[src/rtl/ppu_ri_bridge.sv]
// ppu_ri_bridge
//   CPU-side initiator for the PPU register interface. CPU bus cycles at $2000-$3FFF become one
//   ri_en_out strobe with sel/wr/data held stable around it, and read data is returned to the CPU.
//   A CPU write to $4014 runs a sprite DMA: 256 OAMDATA writes (sel 4), each byte fetched from
//   {page, count}. The CPU is stalled through cpu_rdy_out whenever the bridge is not idle.
// Ports
//   clk_in, rst_in                 clock, synchronous active-high reset
//   cpu_cyc_in/a/r_nw/d_in         CPU bus cycle strobe, address, direction, write data
//   cpu_d_out, cpu_dval_out        read data to CPU, one-cycle update pulse
//   cpu_rdy_out                    1 only when idle
//   ri_en/sel/wr/data_out          PPU register strobe, select, direction (1 = read), write data
//   ri_data_in                     PPU read data, sampled at the end of the read wait
//   dma_addr_out, dma_rd_out       DMA memory address and read strobe
//   dma_data_in                    DMA memory data, valid the cycle after dma_rd_out
module ppu_ri_bridge #(
    parameter int unsigned RI_PULSE_W = 2,
    parameter int unsigned RD_LAT     = 2
) (
    input  logic        clk_in,
    input  logic        rst_in,
    input  logic        cpu_cyc_in,
    input  logic [15:0] cpu_a_in,
    input  logic        cpu_r_nw_in,
    input  logic [7:0]  cpu_d_in,
    output logic [7:0]  cpu_d_out,
    output logic        cpu_dval_out,
    output logic        cpu_rdy_out,
    output logic        ri_en_out,
    output logic [2:0]  ri_sel_out,
    output logic        ri_wr_out,
    output logic [7:0]  ri_data_out,
    input  logic [7:0]  ri_data_in,
    output logic [15:0] dma_addr_out,
    output logic        dma_rd_out,
    input  logic [7:0]  dma_data_in
);

    typedef enum logic [2:0] {
        StIdle,
        StSetup,
        StStrobe,
        StHold,
        StRdWait,
        StDmaRd,
        StDmaCap
    } state_e;

    localparam logic [7:0] PulseLast = 8'(RI_PULSE_W - 1);
    localparam logic [7:0] RdLast    = 8'(RD_LAT - 1);

    state_e     state_q;
    logic [7:0] cnt_q;    // cycles spent in STROBE / RDWAIT
    logic       dma_q;    // current access belongs to a DMA
    logic [7:0] page_q;
    logic [7:0] count_q;

    always_ff @(posedge clk_in) begin
        if (rst_in) begin
            state_q      <= StIdle;
            cnt_q        <= 8'h00;
            dma_q        <= 1'b0;
            page_q       <= 8'h00;
            count_q      <= 8'h00;
            cpu_d_out    <= 8'h00;
            cpu_dval_out <= 1'b0;
            cpu_rdy_out  <= 1'b1;
            ri_en_out    <= 1'b0;
            ri_sel_out   <= 3'h0;
            ri_wr_out    <= 1'b1;
            ri_data_out  <= 8'h00;
            dma_addr_out <= 16'h0000;
            dma_rd_out   <= 1'b0;
        end else begin
            cpu_dval_out <= 1'b0;
            unique case (state_q)
                StIdle: begin
                    if (cpu_cyc_in) begin
                        if (cpu_a_in[15:13] == 3'b001) begin
                            ri_sel_out  <= cpu_a_in[2:0];
                            ri_wr_out   <= cpu_r_nw_in;
                            ri_data_out <= cpu_d_in;
                            dma_q       <= 1'b0;
                            cpu_rdy_out <= 1'b0;
                            state_q     <= StSetup;
                        end else if (cpu_a_in == 16'h4014 && !cpu_r_nw_in) begin
                            page_q       <= cpu_d_in;
                            count_q      <= 8'h00;
                            dma_q        <= 1'b1;
                            dma_rd_out   <= 1'b1;
                            dma_addr_out <= {cpu_d_in, 8'h00};
                            cpu_rdy_out  <= 1'b0;
                            state_q      <= StDmaRd;
                        end
                    end
                end
                StSetup: begin
                    ri_en_out <= 1'b1;
                    cnt_q     <= 8'h00;
                    state_q   <= StStrobe;
                end
                StStrobe: begin
                    if (cnt_q == PulseLast) begin
                        ri_en_out <= 1'b0;
                        state_q   <= StHold;
                    end else begin
                        cnt_q <= cnt_q + 8'h01;
                    end
                end
                StHold: begin
                    if (dma_q) begin
                        // 8-bit count wraps to 0 after the last byte; page never advances
                        count_q <= count_q + 8'h01;
                        if (count_q == 8'hFF) begin
                            dma_q       <= 1'b0;
                            cpu_rdy_out <= 1'b1;
                            state_q     <= StIdle;
                        end else begin
                            dma_rd_out   <= 1'b1;
                            dma_addr_out <= {page_q, count_q + 8'h01};
                            state_q      <= StDmaRd;
                        end
                    end else if (!ri_wr_out) begin
                        cpu_rdy_out <= 1'b1;
                        state_q     <= StIdle;
                    end else begin
                        cnt_q   <= 8'h00;
                        state_q <= StRdWait;
                    end
                end
                StRdWait: begin
                    if (cnt_q == RdLast) begin
                        cpu_d_out    <= ri_data_in;
                        cpu_dval_out <= 1'b1;
                        cpu_rdy_out  <= 1'b1;
                        state_q      <= StIdle;
                    end else begin
                        cnt_q <= cnt_q + 8'h01;
                    end
                end
                StDmaRd: begin
                    dma_rd_out <= 1'b0;
                    state_q    <= StDmaCap;
                end
                StDmaCap: begin
                    ri_data_out <= dma_data_in;
                    ri_sel_out  <= 3'h4;
                    ri_wr_out   <= 1'b0;
                    state_q     <= StSetup;
                end
                default: state_q <= StIdle;
            endcase
        end
    end

endmodule

[config.mk]
export PLATFORM = sky130hd
export DESIGN_NAME = ppu_ri_bridge
export DESIGN_NICKNAME = d
export VERILOG_FILES = /design/src/rtl/ppu_ri_bridge.sv
export SDC_FILE = /design/constraint.sdc
export NUM_CORES = 1
export LEC_CHECK = 0
export BUFFER_PORTS_ARGS = -buffer_cell sky130_fd_sc_hd__buf_2
export CAP_MARGIN = 20
export CORE_MARGIN = 2
export CORE_UTILIZATION = 40
export CTS_BUF_LIST = sky130_fd_sc_hd__clkbuf_4 sky130_fd_sc_hd__clkbuf_8 sky130_fd_sc_hd__clkbuf_16
export DETAILED_ROUTE_END_ITERATION = 12
export SLEW_MARGIN = 10
export SYNTH_ARGS = -nofsm -noshare
export SYNTH_HDL_FRONTEND = slang
export SYNTH_SLANG_ARGS = --single-unit
[constraint.sdc]
create_clock -name clk_in -period 5.41 [get_ports clk_in]
set_clock_uncertainty 0.05 [all_clocks]
set_input_delay 0.2705 -clock clk_in [delete_from_list [all_inputs] [get_ports clk_in]]
set_output_delay 0.2705 -clock clk_in [all_outputs]
set_load 0.01 [all_outputs]
==> results by stage <==
Min path:
- In this run the worst hold path is classified as in2reg.
- The number of cells traversed by the worst hold path is 3.

Critical path:
- The critical path launch point type is a flop.
- The critical path start-end classification is reg2reg.
- The biggest fanout along the worst timing path is 13.
- The data arrival at the endpoint of the critical path is between 3 and 4 ns.
- The largest individual stage delay along the critical path comes from the cell sky130_fd_sc_hd__nor4_4.
- The worst setup path is captured at a flop.
- The critical path contains buffers and inverters numbering 0 combined.
- In this run the critical register-to-register path is launched from state_q[2].
- In this run the number of cells on the critical path is 5.
- The worst stage delay on the critical path is 0.63 ns.
- Traced cell by cell, the critical path runs through nand3b_1 -> nor2_1 -> nor4_4 -> and2_4 -> mux2i_1.
- Measured in cells, the most critical reg-to-reg path has a length of 5.
- At the worst endpoint, the required time is 5.65 ns.
- The endpoint of the worst register-to-register path is dma_addr_out[2].
- The most critical setup path has its endpoint at dma_addr_out[2].
- The origin of the worst setup path is state_q[2].
- Across all register-to-register paths, the minimum setup slack is roughly 2.6 ns.
- Broken down by cell family, the worst path's largest delay share belongs to simple AND/OR/NAND/NOR gates.

Place:
- The routability congestion estimate is 0.837.
- The count of buffers added on input and output ports is 83.
- The HPWL after detailed placement is 5620 um.

Clock tree:
- The maximum root-to-sink buffer count is 2.
- The clock transition time at the flip-flop clock pins of the worst setup and hold paths is ~0.070 ns.
- At the later pin of the worst-skew pair, clock insertion delay measures 0.35 ns.
- Counting the buffers created by CTS gives 9.
- The CTS tree is yes.
- Hold repair after CTS inserted 0 buffers.
- The number of clock sinks is 68.
- The clock tree synthesis step divided the H-tree into 3 levels.
- After clock tree synthesis, the repair step resized 0 gates.
- The count of buffers added by post-CTS timing repair for setup is 0.
- The cell sitting at the root of the clock tree is a sky130_fd_sc_hd__clkbuf_8.

Detailed routing:
- The average wire per standard cell is 14.2 um.
- The post-route antenna net violation count is 0.
- The number of optimization iterations in the first detailed-route pass is 4.
- The first routing iteration left 126 violations.
- The average via count per standard cell is 5.25.
- In the routed design, unresolved DRC markers number 0.
- The via total after detailed routing is roughly 2900.
- After detailed routing, the total wire length is between 7000 and 8000 um.

Synthesis:
- For this run, the register share of the synthesized area comes to 41.6%.
- Synthesis produced 372 cells.
- After Yosys synthesis, full adders, half adders and majority gates account for 1.15% of the synthesized area.
- The number of nets in the synthesized netlist is 419.
- The share of cell area taken by muxes after synthesis is 6.76%.
- The synthesized-area fraction occupied by xor and xnor cells is 2.94%.
- For this run, the number of Yosys warnings is 0.
- The average instance in the mapped netlist occupies 8.81 um2.
- The compound-gate portion of the synthesized area is 18.0%.
- The number of register bits inferred by synthesis is a little under 70.
- The basic-gate share of the synthesized area counting and, or, nand and nor cells is 25.1%.
- The netlist area before placement is between 3000 and 4000 um2.
- Yosys mapped the design onto 58 distinct sky130hd cell types.
- After synthesis, the largest family of logic cells by area is simple AND/OR/NAND/NOR gates.

Timing:
- The relative slew slack is 46.2%.
- Setup repair after global routing left no endpoint under its margin.
- The share of the clock period used by the worst path is 51.3%.
- The pin slew with the least headroom to its limit is 0.808 ns.
- The routed design could run at a clock period as short as 2.78 ns.
- The final number of max-transition violations is 0.
- The maximum clock rate is 360 MHz.
- The number of endpoints with negative hold slack in the final report is 0.
- Setup violations remaining at the end of the flow were counted as 0.
- In the final timing run, aggregate negative setup slack is 0 ns.

Die:
- The floorplan die area is 8930 um2.
- The floorplan has 33 rows.
- The die width is 94.5 um.
- The vertical die dimension is 94.5 um.
- The starting density of the core is 40.5%.
- The core outline area is a little over 8000 um2.
- between 80 and 90 I/O pins were placed.

Pwr:
- The total power divided by cell area is roughly 400 nW/um2.
- The analysis attributes to cell leakage a power of 1.67 nW.
- The worst ir drop on vdd is 0.165 mV.

Final layout:
- The share of the core filled with cells in the final layout is 48.8%.
- After the last flow step, the layout net total stands at 492.
- The area growth from synthesis to layout is 20.5%.
- Of the cells placed in the final design, the portion with a size suffix greater than 1 is approximately 30%.
- The commonest non-fill, non-tap cell in the layout is sky130_fd_sc_hd__buf_2.
- In the layout the commonest cells are 83 x sky130_fd_sc_hd__buf_2, 68 x sky130_fd_sc_hd__dfxtp_1, 46 x sky130_fd_sc_hd__nor2_1.
- The total inserted antenna cells is 0.

Global route:
- The total routing usage reported by global routing is between 10% and 20%.
- The wire length of the first global-routing pass is 12600 um.
- After global routing the overflow that remains totals 0.
- The initial antenna violation count is 0.
- The number of global-route vias before repair is 2636.
- The largest net degree at the start of global routing is between 40 and 50.

Flow run:
- The tool flagged a number of max-cap violations equal to 0.

Status:
- The run finished with clean final reports.
## routing by layer
layer,GRT usage (%),vias to the layer above,share of wire [%]
li1,-,1481,-
met1,24.1,1358,48
met2,28.0,60,45
met3,5.03,13,4.9
met4,6.64,0,1.5
met5,0,-,0
## area by class of cell
| type | count | area (um2) |
|---|---|---|
| timing repair buffer | 84 | 423 |
| clock buffer | 9 | 124 |
| tap | 105 | 131 |
| clock inverter | 7 | 115 |
| inverter | 7 | 26.3 |
| fill | 831 | 4150 |
| multi-input combinational | 275 | 1770 |
| sequential | 68 | 1360 |
## registers in the layout (all words and copies together), names as in the netlist, 3 cells and up
register / count
cpu_d_out: 8
cnt_q: 8
ri_sel_out: 3
page_q: 8
ri_data_out: 8
count_q: 8
dma_addr_out: 16
state_q: 3
## power by group
| part | switching, mW | leakage (nW) | internal (mW) |
|---|---|---|---|
| combinational | 0.290 | 1.01 | 0.179 |
| clock | 0.202 | 0.115 | 0.304 |
| sequential | 0.0556 | 0.551 | 0.549 |
| total | 0.547 | 1.67 | 1.03 |
## worst min path at each step
stage                     slack (ns)               to            start
after floorplan                 0.34        ri_wr_out      cpu_r_nw_in
after global placement          0.39  dma_addr_out[1]  dma_addr_out[1]
after detailed placement        0.39  dma_addr_out[1]  dma_addr_out[1]
after CTS                       0.08        ri_wr_out      cpu_r_nw_in
after global routing             0.1        ri_wr_out      cpu_r_nw_in
final                            0.1        ri_wr_out      cpu_r_nw_in
## cell usage after synthesis, drive strengths merged
cell type  instances  share of area (%)
a2111oi            2               0.53
a211oi            13                4.4
a21bo              1               0.31
a21o               1               0.23
a21oi             26                4.1
a221oi             2               0.73
a22o               1               0.27
a311oi             1               0.27
a31o               5                1.3
a31oi              2               0.38
a32o               1               0.31
and2               3               0.65
and3               7                1.3
and3b              1               0.27
and4b              1               0.31
buf                8                2.1
clkbuf            14                1.6
dfxtp             68                 42
ha                 3                1.1
inv                7               0.80
mux2               1               0.34
mux2i             21                6.4
nand2             30                3.5
nand2b             4               0.99
nand3             20                3.1
nand3b             2               0.46
nand4              5               0.95
nand4bb            1               0.34
nor2              48                5.7
nor2b              2               0.38
nor3              21                4.2
nor3b              1               0.23
nor4               2               0.84
nor4b              2               0.92
o2111ai            2               0.53
o21a               1               0.23
o21ai             24                3.8
o31ai              2               0.61
or2                1               0.19
or3                3               0.57
or3b               1               0.27
xnor2              3               0.80
xor2               8                2.1
## stage by stage
step	setup WS [ns]	instances	area [um2]	hold slack, ns	power, mW
global route	2.42	555	3950	0.0981	1.67
detailed placement	2.66	539	3710	0.390	1.08
floorplan	3.61	372	3280	0.344	0.986
global placement	2.75	539	3710	0.387	1.08
CTS	2.65	555	3950	0.0830	1.59
finish	2.63	555	3950	0.0968	1.58
## cell families after synthesis
group | after synthesis
DFF | 68
xor gates and xnor gates | 11
buffers and inverters | 29
adders and majority gates | 3
and+or+nand+nor | 155
AOI/OAI and AO/OA | 84
muxes | 22
## tightest hold or removal path, delay by kind of cell
kind	cells	cell delay, ns
and+or+nand+nor	2	0.12
buffers and inverters	1	0.09
No activity file was read; power rests on OpenSTA's default activity.
